### config.mk
export PLATFORM = sky130hd
export DESIGN_NAME = audio_sample_sequencer
export DESIGN_NICKNAME = d
export VERILOG_FILES = /design/src/rtl/audio_seq_pkg.sv /design/src/rtl/sample_fifo.sv /design/src/rtl/audio_sample_sequencer.sv
export SDC_FILE = /design/constraint.sdc
export NUM_CORES = 1
export LEC_CHECK = 0
export CORE_MARGIN = 4
export CORE_UTILIZATION = 53
export DETAILED_ROUTE_END_ITERATION = 6
export PLACE_DENSITY = 0.85
export SYNTH_ARGS = -nofsm -noshare
export SYNTH_HDL_FRONTEND = slang
export SYNTH_SLANG_ARGS = --single-unit
### constraint.sdc
create_clock -name clk -period 3.9 [get_ports clk]
set_input_delay 0.39 -clock clk [delete_from_list [all_inputs] [get_ports clk]]
set_output_delay 0.39 -clock clk [all_outputs]
set_load 0.02 [all_outputs]
### src/rtl/audio_seq_pkg.sv
// Shared types and helpers for the audio sample sequencer: FSM states,
// filter-type constants, midscale and saturating counter helpers.
package audio_seq_pkg;

  typedef enum logic [1:0] {
    IDLE,
    LOAD,
    SETTLE,
    CAPTURE
  } seq_state_t;

  localparam logic LPF = 1'b0;
  localparam logic HPF = 1'b1;

  function automatic logic [31:0] midscale(input int unsigned n);
    return 32'd1 << (n - 1);
  endfunction

  function automatic logic [15:0] sat_add16(input logic [15:0] a, input logic [1:0] inc);
    logic [16:0] sum;
    sum = {1'b0, a} + {15'd0, inc};
    return sum[16] ? 16'hFFFF : sum[15:0];
  endfunction

endpackage

### src/rtl/sample_fifo.sv
// Circular output buffer between the filter capture and the PWM duty register.
// A push into a full buffer is accepted only when a pop frees a slot in the same cycle.
module sample_fifo #(
  parameter int N          = 10,
  parameter int FIFO_DEPTH = 4
) (
  input  logic                          clk,
  input  logic                          reset,
  input  logic                          push,
  input  logic                          pop,
  input  logic [N-1:0]                  din,
  output logic                          full,
  output logic                          empty,
  output logic [$clog2(FIFO_DEPTH):0]   level,
  output logic [N-1:0]                  head
);

  localparam int AW = $clog2(FIFO_DEPTH);

  logic [N-1:0]  mem [FIFO_DEPTH];
  logic [AW-1:0] wr_ptr_reg;
  logic [AW-1:0] rd_ptr_reg;
  logic [AW:0]   level_reg;
  logic          do_push;
  logic          do_pop;

  assign full    = (level_reg == (AW+1)'(FIFO_DEPTH));
  assign empty   = (level_reg == '0);
  assign do_pop  = pop & ~empty;
  assign do_push = push & (~full | pop);
  assign level   = level_reg;
  assign head    = mem[rd_ptr_reg];

  always_ff @(posedge clk) begin
    if (do_push) begin
      mem[wr_ptr_reg] <= din;
    end
  end

  // Pointers wrap naturally because the depth is a power of two.
  always_ff @(posedge clk) begin
    if (reset) begin
      wr_ptr_reg <= '0;
      rd_ptr_reg <= '0;
      level_reg  <= '0;
    end else begin
      if (do_push) wr_ptr_reg <= wr_ptr_reg + AW'(1);
      if (do_pop)  rd_ptr_reg <= rd_ptr_reg + AW'(1);
      case ({do_push, do_pop})
        2'b10:   level_reg <= level_reg + (AW+1)'(1);
        2'b01:   level_reg <= level_reg - (AW+1)'(1);
        default: level_reg <= level_reg;
      endcase
    end
  end

endmodule

### src/rtl/audio_sample_sequencer.sv
// Steps one ADC sample at a time through the external IIR filter and buffers results for the PWM.
// Optional statistics counters are built only when AUDIO_SEQ_STATS_EN is defined.
module audio_sample_sequencer
  import audio_seq_pkg::*;
#(
  parameter int N          = 10,
  parameter int FIFO_DEPTH = 4,
  parameter int SETTLE     = 2,
  parameter int F_W        = 16
) (
  input  logic                          clk,
  input  logic                          reset,
  input  logic [N-1:0]                  adc_data,
  input  logic                          adc_valid,
  input  logic                          pwm_ready,
  input  logic [F_W-1:0]                cfg_f,
  input  logic                          cfg_hpf,
  input  logic                          cfg_wr,
  input  logic                          clr_status,
  output logic [N-1:0]                  x_cur,
  output logic [N-1:0]                  x_prev,
  output logic [N-1:0]                  y_prev,
  output logic [F_W-1:0]                filt_f,
  output logic                          filt_hpf,
  input  logic [N-1:0]                  filt_out,
  output logic [N-1:0]                  pwm_duty,
  output logic [$clog2(FIFO_DEPTH):0]   fifo_level,
  output logic                          busy,
  output logic                          overrun,
  output logic                          underrun,
  output logic [15:0]                   sample_cnt,
  output logic [15:0]                   overrun_cnt,
  output logic [15:0]                   underrun_cnt
);

  localparam int          CW       = (SETTLE > 1) ? $clog2(SETTLE) : 1;
  localparam logic [31:0] MID_WORD = midscale(N);
  localparam logic [N-1:0] MID     = MID_WORD[N-1:0];

  // Enum literals are package-qualified: the SETTLE parameter shadows the state name.
  seq_state_t     state_reg;
  logic [CW-1:0]  settle_cnt_reg;
  logic [N-1:0]   hold_reg;
  logic [N-1:0]   x_cur_reg, x_prev_reg, y_prev_reg, pwm_duty_reg;
  logic [F_W-1:0] filt_f_reg, pend_f_reg;
  logic           filt_hpf_reg, pend_hpf_reg, pend_valid_reg;
  logic           busy_reg, overrun_reg, underrun_reg;

  logic [1:0] async_in;
  logic [1:0] evt;
  logic       sample_evt, pop_evt;
  logic       push, fifo_full, fifo_empty, fifo_drop, busy_drop, underrun_set;
  logic [N-1:0] fifo_head;

  assign async_in = {pwm_ready, adc_valid};

  // Two synchroniser flops, one history flop, and a registered rising-edge pulse.
  for (genvar gi = 0; gi < 2; gi++) begin : g_sync
    logic [2:0] sync_reg;
    logic       evt_reg;
    always_ff @(posedge clk) begin
      if (reset) begin
        sync_reg <= '0;
        evt_reg  <= 1'b0;
      end else begin
        sync_reg <= {sync_reg[1:0], async_in[gi]};
        evt_reg  <= sync_reg[1] & ~sync_reg[2];
      end
    end
    assign evt[gi] = evt_reg;
  end

  assign sample_evt   = evt[0];
  assign pop_evt      = evt[1];
  assign push         = (state_reg == audio_seq_pkg::CAPTURE);
  assign fifo_drop    = push & fifo_full & ~pop_evt;
  assign busy_drop    = sample_evt & (state_reg != audio_seq_pkg::IDLE);
  assign underrun_set = pop_evt & fifo_empty;

  sample_fifo #(
    .N          (N),
    .FIFO_DEPTH (FIFO_DEPTH)
  ) u_fifo (
    .clk   (clk),
    .reset (reset),
    .push  (push),
    .pop   (pop_evt),
    .din   (filt_out),
    .full  (fifo_full),
    .empty (fifo_empty),
    .level (fifo_level),
    .head  (fifo_head)
  );

  always_ff @(posedge clk) begin
    if (reset) begin
      state_reg      <= audio_seq_pkg::IDLE;
      settle_cnt_reg <= '0;
      busy_reg       <= 1'b0;
      hold_reg       <= MID;
      x_cur_reg      <= MID;
      x_prev_reg     <= MID;
      y_prev_reg     <= MID;
      filt_f_reg     <= '0;
      filt_hpf_reg   <= LPF;
    end else begin
      case (state_reg)
        audio_seq_pkg::IDLE: begin
          if (sample_evt) begin
            hold_reg  <= adc_data;
            busy_reg  <= 1'b1;
            state_reg <= audio_seq_pkg::LOAD;
          end
        end
        audio_seq_pkg::LOAD: begin
          x_prev_reg <= x_cur_reg;
          x_cur_reg  <= hold_reg;
          if (pend_valid_reg) begin
            filt_f_reg   <= pend_f_reg;
            filt_hpf_reg <= pend_hpf_reg;
            // Switching filter type restarts history so the new filter does not ring on stale state.
            if (pend_hpf_reg != filt_hpf_reg) begin
              x_prev_reg <= hold_reg;
              y_prev_reg <= MID;
            end
          end
          settle_cnt_reg <= '0;
          state_reg      <= audio_seq_pkg::SETTLE;
        end
        audio_seq_pkg::SETTLE: begin
          if (settle_cnt_reg == CW'(SETTLE - 1)) begin
            state_reg <= audio_seq_pkg::CAPTURE;
          end else begin
            settle_cnt_reg <= settle_cnt_reg + CW'(1);
          end
        end
        audio_seq_pkg::CAPTURE: begin
          y_prev_reg <= filt_out;
          busy_reg   <= 1'b0;
          state_reg  <= audio_seq_pkg::IDLE;
        end
        default: state_reg <= audio_seq_pkg::IDLE;
      endcase
    end
  end

  // A write during LOAD lands after LOAD has consumed the old pending value.
  always_ff @(posedge clk) begin
    if (reset) begin
      pend_valid_reg <= 1'b0;
      pend_f_reg     <= '0;
      pend_hpf_reg   <= LPF;
    end else if (cfg_wr) begin
      pend_valid_reg <= 1'b1;
      pend_f_reg     <= cfg_f;
      pend_hpf_reg   <= cfg_hpf;
    end else if (state_reg == audio_seq_pkg::LOAD) begin
      pend_valid_reg <= 1'b0;
    end
  end

  always_ff @(posedge clk) begin
    if (reset) begin
      pwm_duty_reg <= MID;
      overrun_reg  <= 1'b0;
      underrun_reg <= 1'b0;
    end else begin
      if (pop_evt && !fifo_empty) pwm_duty_reg <= fifo_head;
      overrun_reg  <= busy_drop | fifo_drop | (overrun_reg & ~clr_status);
      underrun_reg <= underrun_set | (underrun_reg & ~clr_status);
    end
  end

`ifdef AUDIO_SEQ_STATS_EN
  logic [15:0] sample_cnt_reg, overrun_cnt_reg, underrun_cnt_reg;
  logic [1:0]  drop_inc;

  assign drop_inc = {1'b0, busy_drop} + {1'b0, fifo_drop};

  always_ff @(posedge clk) begin
    if (reset || clr_status) begin
      sample_cnt_reg   <= '0;
      overrun_cnt_reg  <= '0;
      underrun_cnt_reg <= '0;
    end else begin
      sample_cnt_reg   <= sat_add16(sample_cnt_reg, {1'b0, push});
      overrun_cnt_reg  <= sat_add16(overrun_cnt_reg, drop_inc);
      underrun_cnt_reg <= sat_add16(underrun_cnt_reg, {1'b0, underrun_set});
    end
  end

  assign sample_cnt   = sample_cnt_reg;
  assign overrun_cnt  = overrun_cnt_reg;
  assign underrun_cnt = underrun_cnt_reg;
`else
  assign sample_cnt   = '0;
  assign overrun_cnt  = '0;
  assign underrun_cnt = '0;
`endif

  assign x_cur    = x_cur_reg;
  assign x_prev   = x_prev_reg;
  assign y_prev   = y_prev_reg;
  assign filt_f   = filt_f_reg;
  assign filt_hpf = filt_hpf_reg;
  assign pwm_duty = pwm_duty_reg;
  assign busy     = busy_reg;
  assign overrun  = overrun_reg;
  assign underrun = underrun_reg;

endmodule
* Yosys cells after proc, flatten, opt, wreduce, memory -nomap -nowiden *
Memories as Yosys holds them, arrays and structs flattened. A register that Yosys moved wholly into a read port is not among the register bits.
Index checks and enable logic that the tools add are counted.
Widths: inputs -> output; s select.

word-level totals
  register bits after elaboration = 96
  memories = 1
  output and inout bits = 111
  memory bits (writable) = 40
  logic and storage cells = 90

memory list
  memory      words  width  read ports  clocked after memory_dff  wr ports  RTL line           text
  u_fifo.mem  4      10     1           1                         1         sample_fifo.sv:20  logic [N-1:0] mem [FIFO_DEPTH];

cells by class
  bitwise gates (word level) = 20
  equality and inequality tests = 11
  reductions and logical operators = 15
  $add $sub $neg = 5
  muxes and demuxes = 17

operator list
  kind                 number
  $mux 10              4
  $pmux 10 s2          1
  $reduce_bool 2->1    6
  $and 1x1->1          10
  $ne 2x2->1 const B   4
  $pmux 2 s4           1
  $reduce_and 2->1     4
  $eq 2x2->1 const B   3
  $mux 1               6
  $not 1->1            6
  $pmux 3 s2           1
  $add 2x1->2 const B  2
  $eq 2x1->1 const B   2
  $mux 2               2
  $or 1x1->1           4
  $pmux 1 s2           2
  $add 3x1->3 const B  1
  $eq 3x3->1 const B   1
  $logic_not 3->1      1
  $reduce_and 3->1     1
  $sub 3x1->3 const B  1
  $logic_not 2->1      1
  $add 1x1->1 const B  1
  $logic_and 1x1->1    1
  2 further kinds      2

* Depth between registers and ports, before layout *
  depth in word-level cells = 6
  depth in mapped cells = 12

* Modules after synthesis *
Synthesis repeated with hierarchy kept, for this count alone.

second synthesis, totals
  cells, all modules = 550
  area, all modules = 5930.7 µm²

modules (own cells, without submodules)
  module                  sequential area each (µm²)  cells each  area an instance (µm²)  instances
  audio_sample_sequencer  1981.9                      444         4000.1                  1
  sample_fifo             1381.3                      106         1930.6                  1

* Least setup slack after synthesis *
OpenSTA, ideal clock, no wires.

  path type = register to register
  start = register state_reg[0]
  end = register u_fifo.level_reg[2], in the netlist u_fifo.level[2]
  buffers on the path = 2
  setup slack = 1632 ps
  library setup time = 70 ps
  cell stages (with the launch flop) = 13
  data arrival time = 2198 ps
  period minus slack after synthesis = 2268 ps
  cells stage by stage = dfxtp_1 ha_1 buf_2 buf_2 inv_1 nor2_1 inv_1 ha_1 inv_1 fa_1 xor2_1 or3_1 a21oi_1

on the way
  cells in the longest elaborated chain, start to end = 4

RTL lines
  element                                          RTL line                       text
  start: declaration                               audio_sample_sequencer.sv:41   seq_state_t state_reg;
  start signal: assignment                         audio_sample_sequencer.sv:97   state_reg <= audio_seq_pkg::IDLE;
  start signal: assignment                         audio_sample_sequencer.sv:112  state_reg <= audio_seq_pkg::LOAD;
  start signal: assignment                         audio_sample_sequencer.sv:128  state_reg <= audio_seq_pkg::SETTLE;
  $eq 2x2->1 *                                     audio_sample_sequencer.sv:75   assign push = (state_reg == audio_seq_pkg::CAPTURE);
  $and 1x1->1 *                                    sample_fifo.sv:30              assign do_push = push & (~full | pop);
  $eq 2x1->1 or $eq 2x2->1 (tied branches)         sample_fifo.sv:49              case ({do_push, do_pop})
  $pmux 3 s2 or $reduce_bool 2->1 (tied branches)  n/a
  end signal: assignment                           sample_fifo.sv:50              2'b10: level_reg <= level_reg + (AW+1)'(1);
  end signal: assignment                           sample_fifo.sv:51              2'b01: level_reg <= level_reg - (AW+1)'(1);
  end signal: assignment                           sample_fifo.sv:52              default: level_reg <= level_reg;
  end: declaration                                 sample_fifo.sv:23              logic [AW:0] level_reg;

Mark *: on every way between the ends. The rest lies on a longest branch, timed or not.
A chain may end at the register's enable or synchronous reset.

* Worst setup path in the final report *
Ends and elaborated chain as after synthesis.

==> out/qor.csv <==
stage,metric,value,unit
worst_setup_path,Reg2Reg Depth,10,
cts,CTS tree,yes,
grt,pin count of the biggest net entering global routing,110,
worst_setup_path,CP dominant cell by count,inv_1,
cts,Num CTS Buffers,17,
power,P per Cell Area,521,mW/mm²
placed_design,Buffers on Ports,105,
timing,Max Fclk,354,MHz
grt,met2 Usage GRT,35.4,%
floorplanning,Core Region,0.0111,mm²
worst_setup_path,Max Fanout on Critical Path,29,
power,Tot Pwr,0.00396,W
power,leakage,2.66,nW
grt,met3 Use GR,5.53,%
grt,vias in the first global route,4466,
floorplanning,Starting Density,55.1,%
timing,final slew viol count,0,
grt,GRT overflow,0,
grt,first-pass GRT wire length,21600,µm
cts,Clock Latency Late Sink,420,ps
cts,depth of the CTS H-tree,4,
floorplanning,Die Ht,115,µm
worst_setup_path,Setup crit end,u_fifo.level[2],
timing,Final setup viols,0,
synthesis,"Seq/Total Area, Yosys",54.4,%
timing,post-layout min period,2830,ps
timing,Setup TNS,0,ps
status,outcome,completed,
detailed_routing,DRC Markers,0,
worst_setup_path,Reg2Reg Setup Slack,1070,ps
timing,Slew @ Worst Pin,1090,ps
worst_setup_path,critical path class,register to register,
grt,GR Util met1,25.0,%
grt,initial antenna violation count,0,
detailed_routing,DR iter-0 viols,242,
floorplanning,die width,115,µm
detailed_routing,Routed wire per std cell,16.3,µm
cts,CTS root buf,clkbuf_16,
timing,Max-slew headroom,27.2,%
power,Worst IR Drop VDD,0.000311,V
worst_setup_path,CP Capture Type,register,
synthesis,Yosys Warn Count,0,
floorplanning,die area,0.0133,mm²
worst_setup_path,Worst Path Arrival,3160,ps
worst_setup_path,"slowest stage delay, CP",910,ps
worst_setup_path,Worst EP required,4230,ps
cts,postcts setup bufs,0,
cts,"Hold-fix buffers, CTS",0,
final_layout,Layout Nets,727,
timing,Tcrit/Tclk final,72.5,%
worst_setup_path,crit path launch,state_reg[0],
floorplanning,I/O pin total,154,
worst_setup_path,Reg2Reg Capture Point,u_fifo.level[2],
worst_setup_path,Slowest cell on crit path,ha_1,
cts,Max Root-Sink Buffers,2,
placed_design,RD Place Congestion,0.790,
timing,RSZ-0062 raised after global routing,no,
detailed_routing,Vias,4429,
synthesis,number of synthesized flops with an enable pin,40,
min_path,Hold WC Path Type,register to register,
timing,final hold vios,0,
cts,CTS resizes,0,
floorplanning,FP Rows,38,
synthesis,fraction of registers with async set/reset,0,%
synthesis,syn_area_per_cell,10.4,µm²
synthesis,Cells after Synth,586,
flow_run,Max-Cap Viols,0,
final_layout,fin util,68.6,%
worst_setup_path,crit path cell chain,ha_1 -> inv_1 -> nor2_1 -> inv_1 -> ha_1 -> inv_1 -> fa_1 -> xor2_1 -> or3_1 -> a21oi_1,
worst_setup_path,Critical Path Source Type,register,
detailed_routing,Post-DRT Antenna Nets,0,
detailed_routing,final wirelength,13500,µm
timing,worst hold slack,392,ps
worst_setup_path,reg-to-reg startpoint,state_reg[0],
final_layout,max reg flops,40,
synthesis,Synth cell types,45,
synthesis,synthesized area,0.00611,mm²
cts,clock transition at the registers of the reported paths,60,ps
grt,busiest grt layer,met2,
synthesis,post-synthesis register bit count,146,
cts,CTS Sinks,146,
timing,Setup Skew,9.90,ps
synthesis,Synth Flop Type,dfxtp_1,
detailed_routing,DRT Pass-1 Iters,5,
detailed_routing,vias per cell,5.36,
final_layout,P&R area growth vs syn,24.4,%
placed_design,dpl hpwl,9030,µm
final_layout,share of cells above drive strength 1,7.28,%
final_layout,diode count,0,
grt,gr usage total,20.9,%
-- cells by family (layout without fill, tap and decap cells) --
group / after synthesis / in the layout / share of synthesized area (%)
compound gates: 104 / 104 / 10.7
xor+xnor: 5 / 5 / 0.840
mux: 46 / 46 / 9.59
other cells: 1 / 48 / 0.0614
buf+inv: 101 / 155 / 9.81
fa+ha+maj: 10 / 10 / 2.17
simple gates: 173 / 173 / 12.4
flops: 146 / 146 / 54.4
-- synthesized netlist by cell type, drive strengths merged (2+ instances only) --
library cell | count | area [µm²]
nand2 | 77 | 289
nand2b | 3 | 18.8
nand3 | 21 | 105
mux2i | 36 | 360
ha | 9 | 113
xnor2 | 2 | 25.0
nor2 | 45 | 169
a311oi | 10 | 93.8
o211ai | 9 | 67.6
nor2b | 9 | 56.3
o21ai | 13 | 65.1
and2 | 2 | 12.5
o22a | 9 | 78.8
or3 | 2 | 12.5
xor2 | 3 | 26.3
nor3 | 5 | 25.0
edfxtp | 40 | 1200
buf | 72 | 487
inv | 14 | 52.6
a21oi | 54 | 270
mux4 | 10 | 225
o31ai | 2 | 15.0
a2111oi | 2 | 17.5
clkbuf | 14 | 56.3
and3 | 4 | 25.0
dfxtp | 106 | 2120
-- metal layers --
| layer | part of all wire (%) | vias up | wire length [µm] |
|---|---|---|---|
| met4 | 2.3 | 0 | 310 |
| met2 | 52 | 189 | 6990 |
| met3 | 6.9 | 28 | 936 |
| met5 | 0 | - | 0 |
| met1 | 39 | 2087 | 5260 |
| li1 | - | 2125 | - |
-- layout by cell type (no fill, tap or decap), types with 14 or more instances in the layout --
| cell | n |
|---|---|
| nand2_1 | 77 |
| mux2i_1 | 36 |
| clkbuf_16 | 18 |
| inv_1 | 14 |
| dfxtp_1 | 106 |
| conb_1 | 48 |
| nand3_1 | 21 |
| clkdlybuf4s50_1 | 104 |
| a21oi_1 | 54 |
| edfxtp_1 | 40 |
| nor2_1 | 45 |
-- area by class of cell --
class | instances | area, µm²
Inverter | 15 | 56.3
Fill cell | 801 | 3480
Clock inverter | 13 | 146
Sequential cell | 146 | 3320
Multi-Input combinational cell | 386 | 2360
Clock buffer | 19 | 464
Tap cell | 140 | 175
Timing Repair Buffer | 108 | 1070
-- report_power, final --
| part | total [W] | switching [W] | internal (W) |
|---|---|---|---|
| clock | 0.00164 | 0.000636 | 0.00101 |
| combinational | 0.000631 | 0.000389 | 0.000242 |
| sequential | 0.00169 | 0.0000528 | 0.00163 |
| total | 0.00396 | 0.00108 | 0.00288 |
-- stage by stage --
stage	instances	setup slack [ps]	cell area, µm²
after floorplan	633	1630	6280
after global placement	795	1310	6990
after detailed placement	795	1120	6990
after CTS	827	1090	7600
after global routing	827	838	7600
final	827	1070	7600
-- worst max-delay path, delay by kind of cell (launching register included) --
| family | cells | cell delay, ps |
|---|---|---|
| AO/OA/AOI/OAI | 1 | 160 |
| XOR/XNOR | 1 | 80 |
| adder cells (fa/ha/maj) | 3 | 1280 |
| buffers and inverters | 3 | 350 |
| flip-flops | 1 | 380 |
| AND/OR/NAND/NOR | 2 | 470 |
-- worst min-delay path by stage --
stage / endpoint / slack (ps) / depth (start not counted) / start
2_1_floorplan: g_sync[0].evt_reg / 370 / 1 / g_sync[0].sync_reg[2]
3_3_place_gp: g_sync[0].evt_reg / 370 / 1 / g_sync[0].sync_reg[2]
3_5_place_dp: g_sync[0].evt_reg / 380 / 1 / g_sync[0].sync_reg[2]
4_1_cts: g_sync[1].evt_reg / 390 / 1 / g_sync[1].sync_reg[2]
5_1_grt: g_sync[0].evt_reg / 400 / 1 / g_sync[0].sync_reg[2]
6_report: g_sync[1].evt_reg / 390 / 1 / g_sync[1].sync_reg[2]
Power figures use the tool's default switching activity.
